### config.mk
export PLATFORM = sky130hd
export DESIGN_NAME = debug_report_tx
export DESIGN_NICKNAME = d
export VERILOG_FILES = /design/src/rtl/debug_report_pkg.sv /design/src/rtl/report_word_shifter.sv /design/src/rtl/debug_report_tx.sv
export SDC_FILE = /design/constraint.sdc
export NUM_CORES = 1
export LEC_CHECK = 0
export ABC_AREA = 1
export BUFFER_PORTS_ARGS = -buffer_cell sky130_fd_sc_hd__buf_2
export CAP_MARGIN = 25
export CORE_ASPECT_RATIO = 0.6
export CORE_UTILIZATION = 35
export CTS_CLUSTER_DIAMETER = 40
export DETAILED_ROUTE_END_ITERATION = 8
export RECOVER_POWER = 25
export SYNTH_ARGS = -nofsm -noshare
export SYNTH_HDL_FRONTEND = slang
export SYNTH_SLANG_ARGS = --single-unit
export TNS_END_PERCENT = 50
### constraint.sdc
create_clock -name i_clk -period 2.3 [get_ports i_clk]
set_clock_uncertainty 0.1 [all_clocks]
set_input_delay 0.345 -clock i_clk [delete_from_list [all_inputs] [get_ports i_clk]]
set_output_delay 0.345 -clock i_clk [all_outputs]
set_load 0.05 [all_outputs]
### src/rtl/debug_report_pkg.sv
// Shared types and constants for the debug report transmitter.
package debug_report_pkg;

  typedef enum logic [2:0] {
    StIdle,
    StLoadWord,
    StWaitRd,
    StSend,
    StWaitTx,
    StSendChk,
    StWaitChk,
    StDone
  } state_e;

  // Which part of the frame is currently being streamed.
  typedef enum logic [2:0] {
    SecHdr,
    SecPc,
    SecCnt,
    SecReg,
    SecMem,
    SecChk
  } section_e;

  localparam logic [7:0] HEADER_BYTE = 8'hA5;

  // BYTES_PER_WORD = BITS_SIZE / SIZE_TRAMA for a given width pair.
  function automatic int unsigned bytes_per_word(input int unsigned bits_size,
                                                 input int unsigned size_trama);
    return bits_size / size_trama;
  endfunction

endpackage

### src/rtl/report_word_shifter.sv
// Holds one word and presents it MSB byte first, one byte per advance.
module report_word_shifter
  import debug_report_pkg::*;
#(
  parameter int unsigned Width = 32,
  parameter int unsigned ByteW = 8
) (
  input  logic             clk_i,
  input  logic             rst_ni,
  input  logic             load_i,
  input  logic             advance_i,
  input  logic [Width-1:0] word_i,
  output logic [ByteW-1:0] byte_o,
  output logic             last_o
);

  localparam int unsigned NumBytes = bytes_per_word(Width, ByteW);
  localparam int unsigned CntW     = (NumBytes > 1) ? $clog2(NumBytes) : 1;

  logic [Width-1:0] word_q;
  logic [CntW-1:0]  idx_q;

  // Load wins over advance; advance moves the next byte into the MSB slot.
  always_ff @(posedge clk_i) begin
    if (!rst_ni) begin
      word_q <= '0;
      idx_q  <= '0;
    end else if (load_i) begin
      word_q <= word_i;
      idx_q  <= '0;
    end else if (advance_i) begin
      word_q <= {word_q[Width-ByteW-1:0], {ByteW{1'b0}}};
      idx_q  <= idx_q + CntW'(1);
    end
  end

  assign byte_o = word_q[Width-1 -: ByteW];
  assign last_o = (idx_q == CntW'(NumBytes - 1));

endmodule

### src/rtl/debug_report_tx.sv
// Streams a framed MIPS state dump (header, PC, cycle count, registers,
// memory window, XOR checksum) to the UART transmitter.
module debug_report_tx #(
  parameter int unsigned           BITS_SIZE     = 32,
  parameter int unsigned           SIZE_TRAMA    = 8,
  parameter int unsigned           NUM_REGS      = 32,
  parameter int unsigned           NUM_MEM_WORDS = 32,
  parameter logic [SIZE_TRAMA-1:0] HEADER_BYTE   = SIZE_TRAMA'(debug_report_pkg::HEADER_BYTE)
) (
  input  logic                             i_clk,
  input  logic                             i_reset,
  input  logic                             i_start,
  input  logic [BITS_SIZE-1:0]             i_pc,
  input  logic [BITS_SIZE-1:0]             i_clk_count,
  output logic [$clog2(NUM_REGS)-1:0]      o_select_reg_dir,
  input  logic [BITS_SIZE-1:0]             i_reg_data,
  output logic [$clog2(NUM_MEM_WORDS)-1:0] o_select_mem_dir,
  input  logic [BITS_SIZE-1:0]             i_mem_data,
  input  logic                             i_uart_tx_done,
  output logic                             o_uart_tx_start,
  output logic [SIZE_TRAMA-1:0]            o_uart_tx_data,
  output logic                             o_busy,
  output logic                             o_done
);

  import debug_report_pkg::*;

  localparam int unsigned RegAw = $clog2(NUM_REGS);
  localparam int unsigned MemAw = $clog2(NUM_MEM_WORDS);
  localparam logic [RegAw-1:0] RegLast = RegAw'(NUM_REGS - 1);
  localparam logic [MemAw-1:0] MemLast = MemAw'(NUM_MEM_WORDS - 1);

  state_e                state_q;
  section_e              sect_q;
  logic [BITS_SIZE-1:0]  pc_q, cnt_q;
  logic [RegAw-1:0]      reg_idx_q;
  logic [MemAw-1:0]      mem_idx_q;
  logic [SIZE_TRAMA-1:0] chk_q;
  logic                  start_q, busy_q, done_q;

  logic                  sh_load, sh_adv, sh_last;
  logic [BITS_SIZE-1:0]  sh_word;
  logic [SIZE_TRAMA-1:0] sh_byte;

  report_word_shifter #(
    .Width (BITS_SIZE),
    .ByteW (SIZE_TRAMA)
  ) u_shifter (
    .clk_i     (i_clk),
    .rst_ni    (i_reset),
    .load_i    (sh_load),
    .advance_i (sh_adv),
    .word_i    (sh_word),
    .byte_o    (sh_byte),
    .last_o    (sh_last)
  );

  // Shifter control: snapshot words load straight out of WAIT_TX, RAM words after the read wait.
  always_comb begin
    sh_load = 1'b0;
    sh_adv  = 1'b0;
    sh_word = '0;
    if (state_q == StWaitRd) begin
      sh_load = 1'b1;
      sh_word = (sect_q == SecReg) ? i_reg_data : i_mem_data;
    end else if (state_q == StWaitTx && i_uart_tx_done) begin
      if (sect_q == SecHdr) begin
        sh_load = 1'b1;
        sh_word = pc_q;
      end else if (!sh_last) begin
        sh_adv = 1'b1;
      end else if (sect_q == SecPc) begin
        sh_load = 1'b1;
        sh_word = cnt_q;
      end
    end
  end

  // Frame sequencer; tx_start is high exactly while in SEND / SEND_CHK.
  always_ff @(posedge i_clk) begin
    if (!i_reset) begin
      state_q   <= StIdle;
      sect_q    <= SecHdr;
      pc_q      <= '0;
      cnt_q     <= '0;
      reg_idx_q <= '0;
      mem_idx_q <= '0;
      chk_q     <= '0;
      start_q   <= 1'b0;
      busy_q    <= 1'b0;
      done_q    <= 1'b0;
    end else begin
      start_q <= 1'b0;
      done_q  <= 1'b0;
      unique case (state_q)
        StIdle: begin
          if (i_start) begin
            pc_q    <= i_pc;
            cnt_q   <= i_clk_count;
            chk_q   <= '0;
            sect_q  <= SecHdr;
            busy_q  <= 1'b1;
            start_q <= 1'b1;
            state_q <= StSend;
          end
        end
        StLoadWord: state_q <= StWaitRd;
        StWaitRd: begin
          start_q <= 1'b1;
          state_q <= StSend;
        end
        StSend: begin
          if (sect_q != SecHdr) chk_q <= chk_q ^ sh_byte;
          state_q <= StWaitTx;
        end
        StWaitTx: begin
          if (i_uart_tx_done) begin
            if (sect_q == SecHdr) begin
              sect_q  <= SecPc;
              start_q <= 1'b1;
              state_q <= StSend;
            end else if (!sh_last) begin
              start_q <= 1'b1;
              state_q <= StSend;
            end else begin
              case (sect_q)
                SecPc: begin
                  sect_q  <= SecCnt;
                  start_q <= 1'b1;
                  state_q <= StSend;
                end
                SecCnt: begin
                  sect_q    <= SecReg;
                  reg_idx_q <= '0;
                  state_q   <= StLoadWord;
                end
                SecReg: begin
                  if (reg_idx_q == RegLast) begin
                    sect_q    <= SecMem;
                    mem_idx_q <= '0;
                  end else begin
                    reg_idx_q <= reg_idx_q + RegAw'(1);
                  end
                  state_q <= StLoadWord;
                end
                SecMem: begin
                  if (mem_idx_q == MemLast) begin
                    sect_q  <= SecChk;
                    start_q <= 1'b1;
                    state_q <= StSendChk;
                  end else begin
                    mem_idx_q <= mem_idx_q + MemAw'(1);
                    state_q   <= StLoadWord;
                  end
                end
                default: state_q <= StIdle;
              endcase
            end
          end
        end
        StSendChk: state_q <= StWaitChk;
        StWaitChk: begin
          if (i_uart_tx_done) begin
            done_q  <= 1'b1;
            busy_q  <= 1'b0;
            state_q <= StDone;
          end
        end
        StDone: begin
          reg_idx_q <= '0;
          mem_idx_q <= '0;
          sect_q    <= SecHdr;
          state_q   <= StIdle;
        end
        default: state_q <= StIdle;
      endcase
    end
  end

  // Byte mux over registered sources; forced to zero whenever no frame is in flight.
  always_comb begin
    o_uart_tx_data = '0;
    if (busy_q) begin
      case (sect_q)
        SecHdr:  o_uart_tx_data = HEADER_BYTE;
        SecChk:  o_uart_tx_data = chk_q;
        default: o_uart_tx_data = sh_byte;
      endcase
    end
  end

  assign o_uart_tx_start  = start_q;
  assign o_busy           = busy_q;
  assign o_done           = done_q;
  assign o_select_reg_dir = reg_idx_q;
  assign o_select_mem_dir = mem_idx_q;

endmodule

# [Word level (Yosys, flattened, before mapping)]
# Index checks and enable logic that the tools add are counted.
[word_totals] register_bits=125 latchBits=0 ramBits=0 romBits=0 memories=0
[classes] add_sub_neg=3 n_mul=0 n_div=0 magnitude_cmp=0 eq_ne=30 shift=0 n_mux=62 bitwise_logic=2 n_reduce_logical=19
[op_table] operator="$mux 32" n=8
[op_table] operator="$mux 5" n=9
[op_table] operator="$pmux 5 s2" n=4
[op_table] operator="$mux 3" n=12
[op_table] operator="$pmux 8 s2" n=2
[op_table] operator="$mux 8" n=3
[op_table] operator="$pmux 3 s8" n=1
[op_table] operator="$eq 3x3->1 const B" n=6
[op_table] operator="$pmux 3 s3" n=2
[op_table] operator="$mux 1" n=17
[op_table] operator="$reduce_and 7->1" n=2
[op_table] operator="$eq 3x2->1 const B" n=4
[op_table] operator="$ne 2x2->1 const B" n=6
[op_table] operator="$ne 3x2->1 const B" n=4
[op_table] operator="$pmux 3 s4" n=1
[op_table] operator="$add 5x1->5 const B" n=2
[op_table] operator="$eq 5x5->1 const B" n=2
[op_table] operator="$reduce_and 3->1" n=3
[op_table] operator="$reduce_bool 2->1" n=4
[op_table] operator="$xor 8x8->8" n=1
[op_table] operator="$eq 3x1->1 const B" n=2
[op_table] operator="$logic_not 3->1" n=2
[op_table] operator="$ne 3x3->1 const B" n=2
[op_table] operator="$ne 6x2->1 const B" n=1
[op_table] operator="12 further kinds" n=16

# [Longest topological paths before layout]
# Gate-level depths: netlist of the first run.
[logic_depth] ltp_word=7 mapped_depth=12

# [Modules after synthesis]
# Synthesis of the first run repeated with hierarchy kept, for this count alone.
[unflattened] cells_unflattened=969 area_unflattened_um2=6550.0
[modules_own_cells] mod="debug_report_tx" n_inst=1 cells_each=725 area_per_inst_um2=4877.2 seq_area_each_um2=1821.7
[modules_own_cells] mod="report_word_shifter" n_inst=1 cells_each=244 area_per_inst_um2=1672.9 seq_area_each_um2=680.7

# [Worst setup path after synthesis of the first run]
# No wires, ideal clock.
[synth_path] path_type="flip-flop to output port" start="reg sect_q[1]" end="out o_uart_tx_data[0]" arrival_ns=2.331 required_ns=1.855 slack_ns=-0.476 stages_incl_launch_ff=9 path_buffers=3 path_cell_list="dfxtp_1 -> buf_2 -> nor2_4 -> nand2_4 -> inv_2 -> buf_4 -> buf_4 -> nor2_2 -> a221oi_1"
[synth_via] elab_chain_len=3 elab_cells_between_ends=4
[synth_lines] item="from (decl)" line="debug_report_tx.sv:34" rtl="section_e sect_q;"
[synth_lines] item="from (signal assigned)" line="debug_report_tx.sv:83" rtl="sect_q <= SecHdr;"
[synth_lines] item="from (signal assigned)" line="debug_report_tx.sv:101" rtl="sect_q <= SecHdr;"
[synth_lines] item="from (signal assigned)" line="debug_report_tx.sv:119" rtl="sect_q <= SecPc;"
[synth_lines] item="$eq 3x3->1 / $logic_not 3->1 (equally long branches)" line="debug_report_tx.sv:184" rtl="case (sect_q)"
[synth_lines] item="$pmux 8 s2 (*)" line="debug_report_tx.sv:184"
[synth_lines] item="$mux 8 (*)" line="debug_report_tx.sv:183" rtl="if (busy_q) begin"
[synth_lines] item="to (decl)" line="debug_report_tx.sv:21" rtl="output logic [SIZE_TRAMA-1:0] o_uart_tx_data,"
# Every way passes the cells marked *; elsewhere a longest branch is shown, timed or not.

# [Worst setup path after layout of the first run]
[layout_path] start="reg sect_q[0]" end="out o_uart_tx_data[0]"
# Same word-level chain as after synthesis.

==> reports/metrics.cfg, run 1 <==
[placed_design]
post-dp-hpwl_um = 14400
port_buffers = 152
gp_congestion = 0.850

[logic_synthesis]
syn_area_um2 = 6680
synth_commonest_cells = nand2_1, dfxtp_1, a21oi_1, inv_1, o21ai_0
syn_nets = 1168
syn_inst = 1031
synth_flop_cell = dfxtp_1
synth_seq_cells = 125
synth_cell_types = 35
yosysTopAreaCell = dfxtp_1
synth_area_per_cell_um2 = 6.48
ys_top_cells_by_area = dfxtp_1, nand2_1, a21oi_1
yosys_warnings = 0
yosys.area.top_type_share_pct = 37.4
async_flop_share_pct = 0
synth.most_common_cell = nand2_1
synth-edff-count = 0
seq_area_frac_synth_pct = 37.4

[drt]
vias = 7029
wl_per_cell_um = 14.3
first_pass_iters = 5
final_antenna_net_count = 0
drc_errors = 0
vias_per_cell = 4.95
drt_iter0_drc = 491
drt_wl_total_um = 20300

[global_route]
overflow = 0
grt_pass1_wl_um = 32600
grt_pass1_vias = 6346
antenna_found_initial = 0
grt_max_degree = 49
grt_use_total_pct = 21.0

[sta]
max_slew.worst_pin.slew_ns = 0.663
period_minus_slack_ns = 2.26
drv_slew = 0
min_period_over_period_pct = 98.3
rsz0062_at_grt = true
finalSetupViolCount = 0
tns_ns = 0
hold_ws_ns = 0.101
hold_viol = 0
worst_slew_margin_rel_pct = 55.8
fmax_mhz = 442

[cells_and_area]
finalNetCount = 1304
multi_input_area_um2 = 3490
antenna_cells = 0
fill_cells = 1940
seqCellArea_um2 = 2510
syn_to_final_growth_pct = 25.5
fin_util_pct = 45.6
drive_gt1_share_pct = 20.2

[floorplan]
die_h_um = 109
start_util_pct = 36.3
die_x_um = 180
io_pins = 153
core-area_um2 = 18400
dieArea_um2 = 19700
std_cell_rows = 38

[power_and_ir_drop]
powerDensity_nw_per_um2 = 817
peakVddDrop_uv = 589
p_total_mw = 6.85
p_leak_nw = 3.62

[setup_path]
endpoint_kind = output port
start_kind = register
rrSetupSlack_ns = 0.17
reg2reg_to = u_shifter.word_q[27]
ff2ff_path_depth = 8
crit_start = sect_q[0]
crit_type = reg -> out
arrival_ns = 1.82
crit_fanout = 6
reg2reg_from = sect_q[0]
required_ns = 1.86
critPathCapture = o_uart_tx_data[0]

[clock_tree]
hold_buffers = 0
cts.htree.levels = 4
numCtsBuffers = 17
insertion_delay_ns = 0.42
clock_sinks = 125
cts_buffer_depth = 2
clockRootBuffer = clkbuf_16
cts_tree = done
clk_pin_slew_ns = 0.06

[hold_path]
hold_path.class = in -> reg

[flow_run]
cap_viol_max_count = 0

[run_status]
outcome = finished clean

-- power breakdown --
part	switching (mW)	leakage (nW)	total, mW	internal (mW)
registers	0.150	1.03	2.56	2.41
clock network	1.03	0.283	2.66	1.62
logic	1.09	2.31	1.64	0.551
-- routing by layer --
metal	GRT usage (%)	vias to the layer above	part of all wire, %
met3	3.91	13	6.8
li1	-	3627	-
met5	0	-	0
met1	31.1	3149	52
met4	4.70	0	0.85
met2	31.3	240	40
-- through the flow --
stage          instance area [um^2]  std cells  setup slack, ns
3_5_place_dp                   7750       1384            0.144
4_1_cts                        8360       1415           0.0200
2_1_floorplan                  6710       1031           -0.181
3_3_place_gp                   7750       1384            0.224
5_1_grt                        8390       1419          -0.0520
6_report                       8390       1419           0.0392
-- worst min-delay path by stage --
| stage | startpoint | to | slack (ns) | cells after the start |
|---|---|---|---|---|
| floorplan | chk_q[1] | chk_q[1] | 0.32 | 1 |
| global placement | cnt_q[29] | cnt_q[29] | 0.33 | 2 |
| detailed placement | pc_q[11] | pc_q[11] | 0.34 | 2 |
| CTS | i_pc[20] | pc_q[20] | 0.09 | 3 |
| global route | i_pc[11] | pc_q[11] | 0.10 | 3 |
| finish | i_pc[11] | pc_q[11] | 0.10 | 3 |
-- flip-flops by register name (all words and copies together), names as in the netlist --
signal and cells:
state_q 3, chk_q 8, o_busy 1, u_shifter.idx_q 2
o_done 1, u_shifter.word_q 32, o_select_mem_dir 5, pc_q 32
sect_q 3, o_select_reg_dir 5, cnt_q 32, o_uart_tx_start 1
-- worst max-delay path, stage by stage, from the launching register on --
cell,delay (ns)
dfxtp_4,0.37
inv_2,0.13
nor3_4,0.08
buf_6,0.13
buf_4,0.15
a221oi_2,0.37
buf_12,0.18
-- cells by family after synthesis --
logic type	Yosys count	synth area share (%)
AO/OA/AOI/OAI	247	19.1
adder cells (fa/ha/maj)	5	0.936
buffers and inverters	184	11.6
flip-flops	125	37.4
AND/OR/NAND/NOR	470	31.0
-- cell type report --
class	instances	area share [%]
multi-input cells	723	41.6
clock buffers	18	5.24
flip-flops and latches	125	29.9
repair buffers	177	12.4
inverters	123	5.51
well taps	240	3.58
clock inverters	13	1.70
-- cell usage in the layout (no fill, tap or decap), types with 23 or more instances in the layout --
cell type / n
a21oi_1: 119
buf_2: 131
buf_4: 23
dfxtp_1: 122
inv_1: 114
nand2_1: 295
nand3_1: 45
nand4_1: 36
nor2_1: 59
o21ai_0: 83
o21ai_1: 25
-- what timing repair did --
action	CTS	global route
setup buffers	0	3
gates cloned	0	1
hold endpoints to repair	0	0
endpoints found under the setup margin	7	8
resized for setup	10	6
pin swaps	0	2
Power figures use the tool's default switching activity.
==> inputs of run 2 (changes only) <==
--- a/config.mk
+++ b/config.mk
@@ -6,14 +6,14 @@
 export NUM_CORES = 1
 export LEC_CHECK = 0
 export ABC_AREA = 1
-export BUFFER_PORTS_ARGS = -buffer_cell sky130_fd_sc_hd__buf_2
 export CAP_MARGIN = 25
-export CORE_ASPECT_RATIO = 0.6
+export CORE_ASPECT_RATIO = 1.25
 export CORE_UTILIZATION = 35
 export CTS_CLUSTER_DIAMETER = 40
 export DETAILED_ROUTE_END_ITERATION = 8
+export DONT_BUFFER_PORTS = 1
 export RECOVER_POWER = 25
 export SYNTH_ARGS = -nofsm -noshare
 export SYNTH_HDL_FRONTEND = slang
 export SYNTH_SLANG_ARGS = --single-unit
-export TNS_END_PERCENT = 50
+export TNS_END_PERCENT = 100
==> run 2 against run 1 <==
Effect of this change:
- the flow now finishes with violations (DRC)
- die area barely moved
- maximum frequency rose by 4.6%
- combinational power fell by 11%
- final cell count fell by 9.8%
- flip-flop and latch count did not move
- wire length fell by 6.0%
- sequential power barely moved
- worst setup slack improved by 0.099 ns
- critical path depth rose by 1
- non-clock buffer count fell by 131
- count of clock-buffer cells in the layout did not move
==> reports/metrics.cfg, run 2 (synthesis results as in run 1) <==
[clock_tree]
clock_sinks = 125
clockRootBuffer = clkbuf_16
cts.htree.levels = 4
clk_pin_slew_ns = 0.06
cts_tree = done
post_cts_buffers = 0
numCtsBuffers = 17
cts_buffer_depth = 2
insertion_delay_ns = 0.41

[flow_run]
cap_viol_max_count = 0

[cells_and_area]
fill_cells = 2009
top_regs = cnt_q (32), pc_q (32), u_shifter.word_q (32)
finalNetCount = 1172
seqCellArea_um2 = 2500
drive_gt1_share_pct = 9.83
antenna_cells = 0
layout_common_cells = nand2_1, dfxtp_1, a21oi_1
instances_no_fill = 1280
final_common_cell = nand2_1
multi_input_area_um2 = 3460
syn_to_final_growth_pct = 15.0
fin_util_pct = 41.1

[floorplan]
start_util_pct = 35.7
die_x_um = 126
die_h_um = 157
dieArea_um2 = 19700
std_cell_rows = 56
core-area_um2 = 18700
io_pins = 153

[sta]
max_slew.worst_pin.slew_ns = 0.789
fmax_mhz = 463
worst_slew_margin_rel_pct = 47.4
drv_slew = 0
hold_viol = 0
finalSetupViolCount = 0
period_minus_slack_ns = 2.16
rsz0062_at_grt = false
min_period_over_period_pct = 94.0
tns_ns = 0

[setup_path]
crit_type = reg -> out
endpoint_kind = output port
crit_fanout = 7
required_ns = 1.86
arrival_ns = 1.72
start_kind = register

[placed_design]
dp.cells = 1242
post-dp-hpwl_um = 13500
port_buffers = 0
gp_congestion = 0.859

[power_and_ir_drop]
clock_power_share_pct = 39.1
p_leak_nw = 3.09
powerDensity_nw_per_um2 = 859
peakVddDrop_uv = 600
switching_share_pct = 33.4
intPower_mw = 4.39
p_sw_mw = 2.21
pwr-share-comb_pct = 22.1
seqPwrFrac_pct = 38.8
p_total_mw = 6.60

[global_route]
antenna_found_initial = 0
overflow = 0
grt_pass1_vias = 5907
grt_pass1_wl_um = 30200
grt_max_degree = 90
grt_use_total_pct = 19.7

[drt]
wl_per_cell_um = 14.9
drt_iter0_drc = 368
drc_errors = 8
vias = 6505
first_pass_iters = 7
vias_per_cell = 5.08
drt_wl_total_um = 19100
final_antenna_net_count = 0

[run_status]
outcome = complete, but fails checks
violations = DRC

[hold_path]
hold_path.class = in -> reg

==> run 2: cell type report <==
class	instances	area share [%]
Clock inverter	14	1.71
Timing Repair Buffer	46	5.14
Multi-Input combinational cell	722	45.1
Sequential cell	125	32.6
Inverter	123	6.01
Tap cell	232	3.78
Clock buffer	18	5.71
==> run 2: repair_timing <==
item                       4_1_cts  5_1_grt
hold buffers                     5        1
gates resized for setup          3        2
hold endpoints to repair        53        2
setup endpoints to repair        4        5
==> run 2: worst paths after layout <==
path              startpoint           endpoint  slack [ns]  cells past startpoint
setup / recovery   sect_q[1]  o_uart_tx_data[3]        0.14                      7
hold / removal       i_reset           cnt_q[1]       0.008                      2
setup reg to reg  state_q[2]           cnt_q[0]        0.21                      5
hold reg to reg     pc_q[25]           pc_q[25]        0.34                      2
==> run 2: power groups by stage <==
stage	clock [mW]	sequential (mW)	combinational, mW
after detailed placement	0	2.60	1.44
final	2.58	2.56	1.46
after global routing	2.75	2.59	1.64
after floorplan	0	2.56	1.15
after CTS	2.64	2.56	1.47
after global placement	0	2.60	1.43
==> run 2: critical path, cell delays in order (launching register included) <==
cell     delay [ns]
dfxtp_2        0.44
nor2_4         0.08
nand2_4        0.06
inv_2          0.06
nor2_4         0.22
nand2_1        0.09
a21oi_2        0.19
buf_12         0.16
==> run 2: per-layer routing <==
metal / up-vias / part of all wire [%] / global-route usage, %
li1: 3364 / - / -
met1: 2928 / 45 / 25.4
met2: 191 / 46 / 32.1
met3: 22 / 6.4 / 4.44
met4: 0 / 2.0 / 7.14
met5: - / 0 / 0
==> run 2: per-stage QoR <==
stage | hold slack (ns) | cell area [um^2] | setup WS, ns
final | 0.00815 | 7680 | 0.138
after global routing | 0.00146 | 7680 | 0.0158
after CTS | 0.000335 | 7720 | 0.00164
after detailed placement | 0.335 | 7080 | 0.314
after global placement | 0.332 | 7080 | 0.328
after floorplan | 0.322 | 6720 | -0.150
==> inputs of run 3 (changes only) <==
--- a/config.mk
+++ b/config.mk
@@ -5,7 +5,6 @@
 export SDC_FILE = /design/constraint.sdc
 export NUM_CORES = 1
 export LEC_CHECK = 0
-export ABC_AREA = 1
 export CAP_MARGIN = 25
 export CORE_ASPECT_RATIO = 1.25
 export CORE_UTILIZATION = 35
@@ -13,6 +12,7 @@
 export DETAILED_ROUTE_END_ITERATION = 8
 export DONT_BUFFER_PORTS = 1
 export RECOVER_POWER = 25
+export REMOVE_ABC_BUFFERS = 1
 export SYNTH_ARGS = -nofsm -noshare
 export SYNTH_HDL_FRONTEND = slang
 export SYNTH_SLANG_ARGS = --single-unit
==> run 3 against run 2 <==
Effect of this change:
- the run now ends clean
- non-clock buffer count rose by 69
- worst hold slack improved by 0.00091 ns
- power fell by 12%
- critical path depth fell by 1
- combinational power fell by 46%
- first-iteration DRC count rose by 29%
- flip-flop and latch count did not move
- clock power rose by 2%
- register-to-register slack got worse by 0.08 ns
==> reports/metrics.cfg, run 3 <==
[run_status]
outcome = finished clean

[sta]
hold_viol = 0
min_period_over_period_pct = 94.8
drv_slew = 0
finalSetupViolCount = 0
period_minus_slack_ns = 2.18
max_slew.worst_pin.slew_ns = 0.817
tns_ns = 0
fin_ws_ns = 0.119
fmax_mhz = 458
worst_slew_margin_rel_pct = 45.4

[global_route]
grt_max_degree = 65
grt_use_total_pct = 20.3
grt_pass1_vias = 5760
antenna_found_initial = 0
overflow = 0
grt_pass1_wl_um = 29400

[logic_synthesis]
syn_inst = 764
async_flop_share_pct = 0
synth.most_common_cell = nand2_1
synth-edff-count = 0
yosys.area.top_type_share_pct = 39.7
syn_area_um2 = 6300
synth_seq_cells = 125
yosysTopAreaCell = dfxtp_1
synth_cell_types = 66
yosys_warnings = 0
synth_commonest_cells = nand2_1, dfxtp_1, a21oi_1, mux2i_1, clkbuf_1
ys_top_cells_by_area = dfxtp_1, nand2_1, mux2i_1
synth_area_per_cell_um2 = 8.24
synth_flop_cell = dfxtp_1
seq_area_frac_synth_pct = 39.7

[setup_path]
start_kind = register
arrival_ns = 1.74
endpoint_kind = output port
crit_fanout = 15
crit_type = reg -> out
required_ns = 1.86

[power_and_ir_drop]
intPower_mw = 4.33
powerDensity_nw_per_um2 = 735
seqPwrFrac_pct = 41.2
p_leak_nw = 2.83
clock_power_share_pct = 45.2
pwr-share-comb_pct = 13.6
switching_share_pct = 25.8
peakVddDrop_uv = 454
p_sw_mw = 1.50

[flow_run]
cap_viol_max_count = 0

[clock_tree]
cts_tree = done
numCtsBuffers = 17
clockRootBuffer = clkbuf_16
post_cts_buffers = 0
cts_buffer_depth = 2
cts.htree.levels = 4
clk_pin_slew_ns = 0.06
insertion_delay_ns = 0.41
clock_sinks = 125

[floorplan]
die_x_um = 122
die_h_um = 152
io_pins = 153
start_util_pct = 36.0
core-area_um2 = 17500
std_cell_rows = 54
dieArea_um2 = 18500

[cells_and_area]
top_regs = cnt_q (32), pc_q (32), u_shifter.word_q (32)
drive_gt1_share_pct = 11.6
layout_common_cells = nand2_1, dfxtp_1, a21oi_1
fin_area_um2 = 7940
finalNetCount = 967
antenna_cells = 0
fin_util_pct = 45.4
final_common_cell = nand2_1
fill_cells = 1751
syn_to_final_growth_pct = 26.1

[placed_design]
port_buffers = 0
dp_slack_ns = 0.153
dpl_cell_area_um2 = 6730
gp_congestion = 0.826
post-dp-hpwl_um = 12000

[drt]
wl_per_cell_um = 17.0
drt_iter0_drc = 473
final_antenna_net_count = 0
drt_wl_total_um = 18100
vias_per_cell = 5.41
vias = 5770
first_pass_iters = 4
drc_errors = 0

[hold_path]
hold_path.class = in -> reg

run 3: changes by cell type in the layout (fill, tap and decap cells not counted), sizes merged, moves of 38 or more:
cell | before | now
dlygate4sd3 | 5 | 64
nand2 | 302 | 167
a21oi | 123 | 85
mux2i | 0 | 51
o21ai | 109 | 41
inv | 129 | 18
nor2 | 68 | 19
run 3: logic make-up after synthesis:
kind of cell / synth area share [%]
xor+xnor: 1.25
mux: 8.11
fa+ha+maj: 0.994
flops: 39.7
compound gates: 25.2
simple gates: 18.3
buf+inv: 6.40
run 3: cell type report:
type                       instances  area, um^2  area share [%]
timing repair buffer             115        1060            13.4
clock inverter                     6        82.6            1.04
sequential                       125        2510            31.6
tap                              224         280            3.53
inverter                          18        67.6           0.851
multi-input combinational        553        3440            43.3
clock buffer                      26         499            6.29
run 3: power by group through the flow:
stage	Sequential (mW)	Combinational [mW]	Clock (mW)
after floorplan	2.44	0.462	0
after global placement	2.45	0.712	0
after detailed placement	2.45	0.718	0
after CTS	2.40	0.814	2.69
after global routing	2.42	0.876	2.80
final	2.40	0.795	2.63
run 3: metrics by stage:
| stage | cells | total power, mW | hold slack (ns) |
|---|---|---|---|
| finish | 1067 | 5.83 | 0.00906 |
| global route | 1067 | 6.09 | 0.00587 |
| CTS | 1067 | 5.91 | 0.00165 |
| detailed placement | 971 | 3.17 | 0.347 |
| global placement | 971 | 3.16 | 0.342 |
| floorplan | 696 | 2.90 | 0.336 |
run 3: routing by layer:
layer	global-route usage [%]	up-vias	part of all wire [%]
li1	-	2880	-
met1	24.3	2710	42
met2	33.9	141	50
met3	4.54	39	4.3
met4	9.41	0	2.9
met5	0	-	0
run 3: final timing paths:
| check | cells past startpoint | to | slack, ns | startpoint |
|---|---|---|---|---|
| worst min-delay path | 2 | cnt_q[6] | 0.009 | i_clk_count[6] |
| worst min register to register | 2 | cnt_q[4] | 0.35 | cnt_q[4] |
| worst max register to register | 5 | sect_q[2] | 0.13 | state_q[1] |
| worst max-delay path | 6 | o_uart_tx_data[3] | 0.12 | sect_q[2] |
run 3: critical path, stage by stage (launching register included):
cell     delay (ns)
dfxtp_4        0.42
buf_12         0.17
inv_1          0.08
a21o_4         0.23
a22oi_2        0.18
nor2b_1        0.06
buf_4          0.18
run 3: what timing repair did:
action | CTS | global route
resized for setup | 3 | 10
hold buffers | 64 | 0
endpoints found under the hold margin | 83 | 0
setup endpoints to repair | 8 | 11
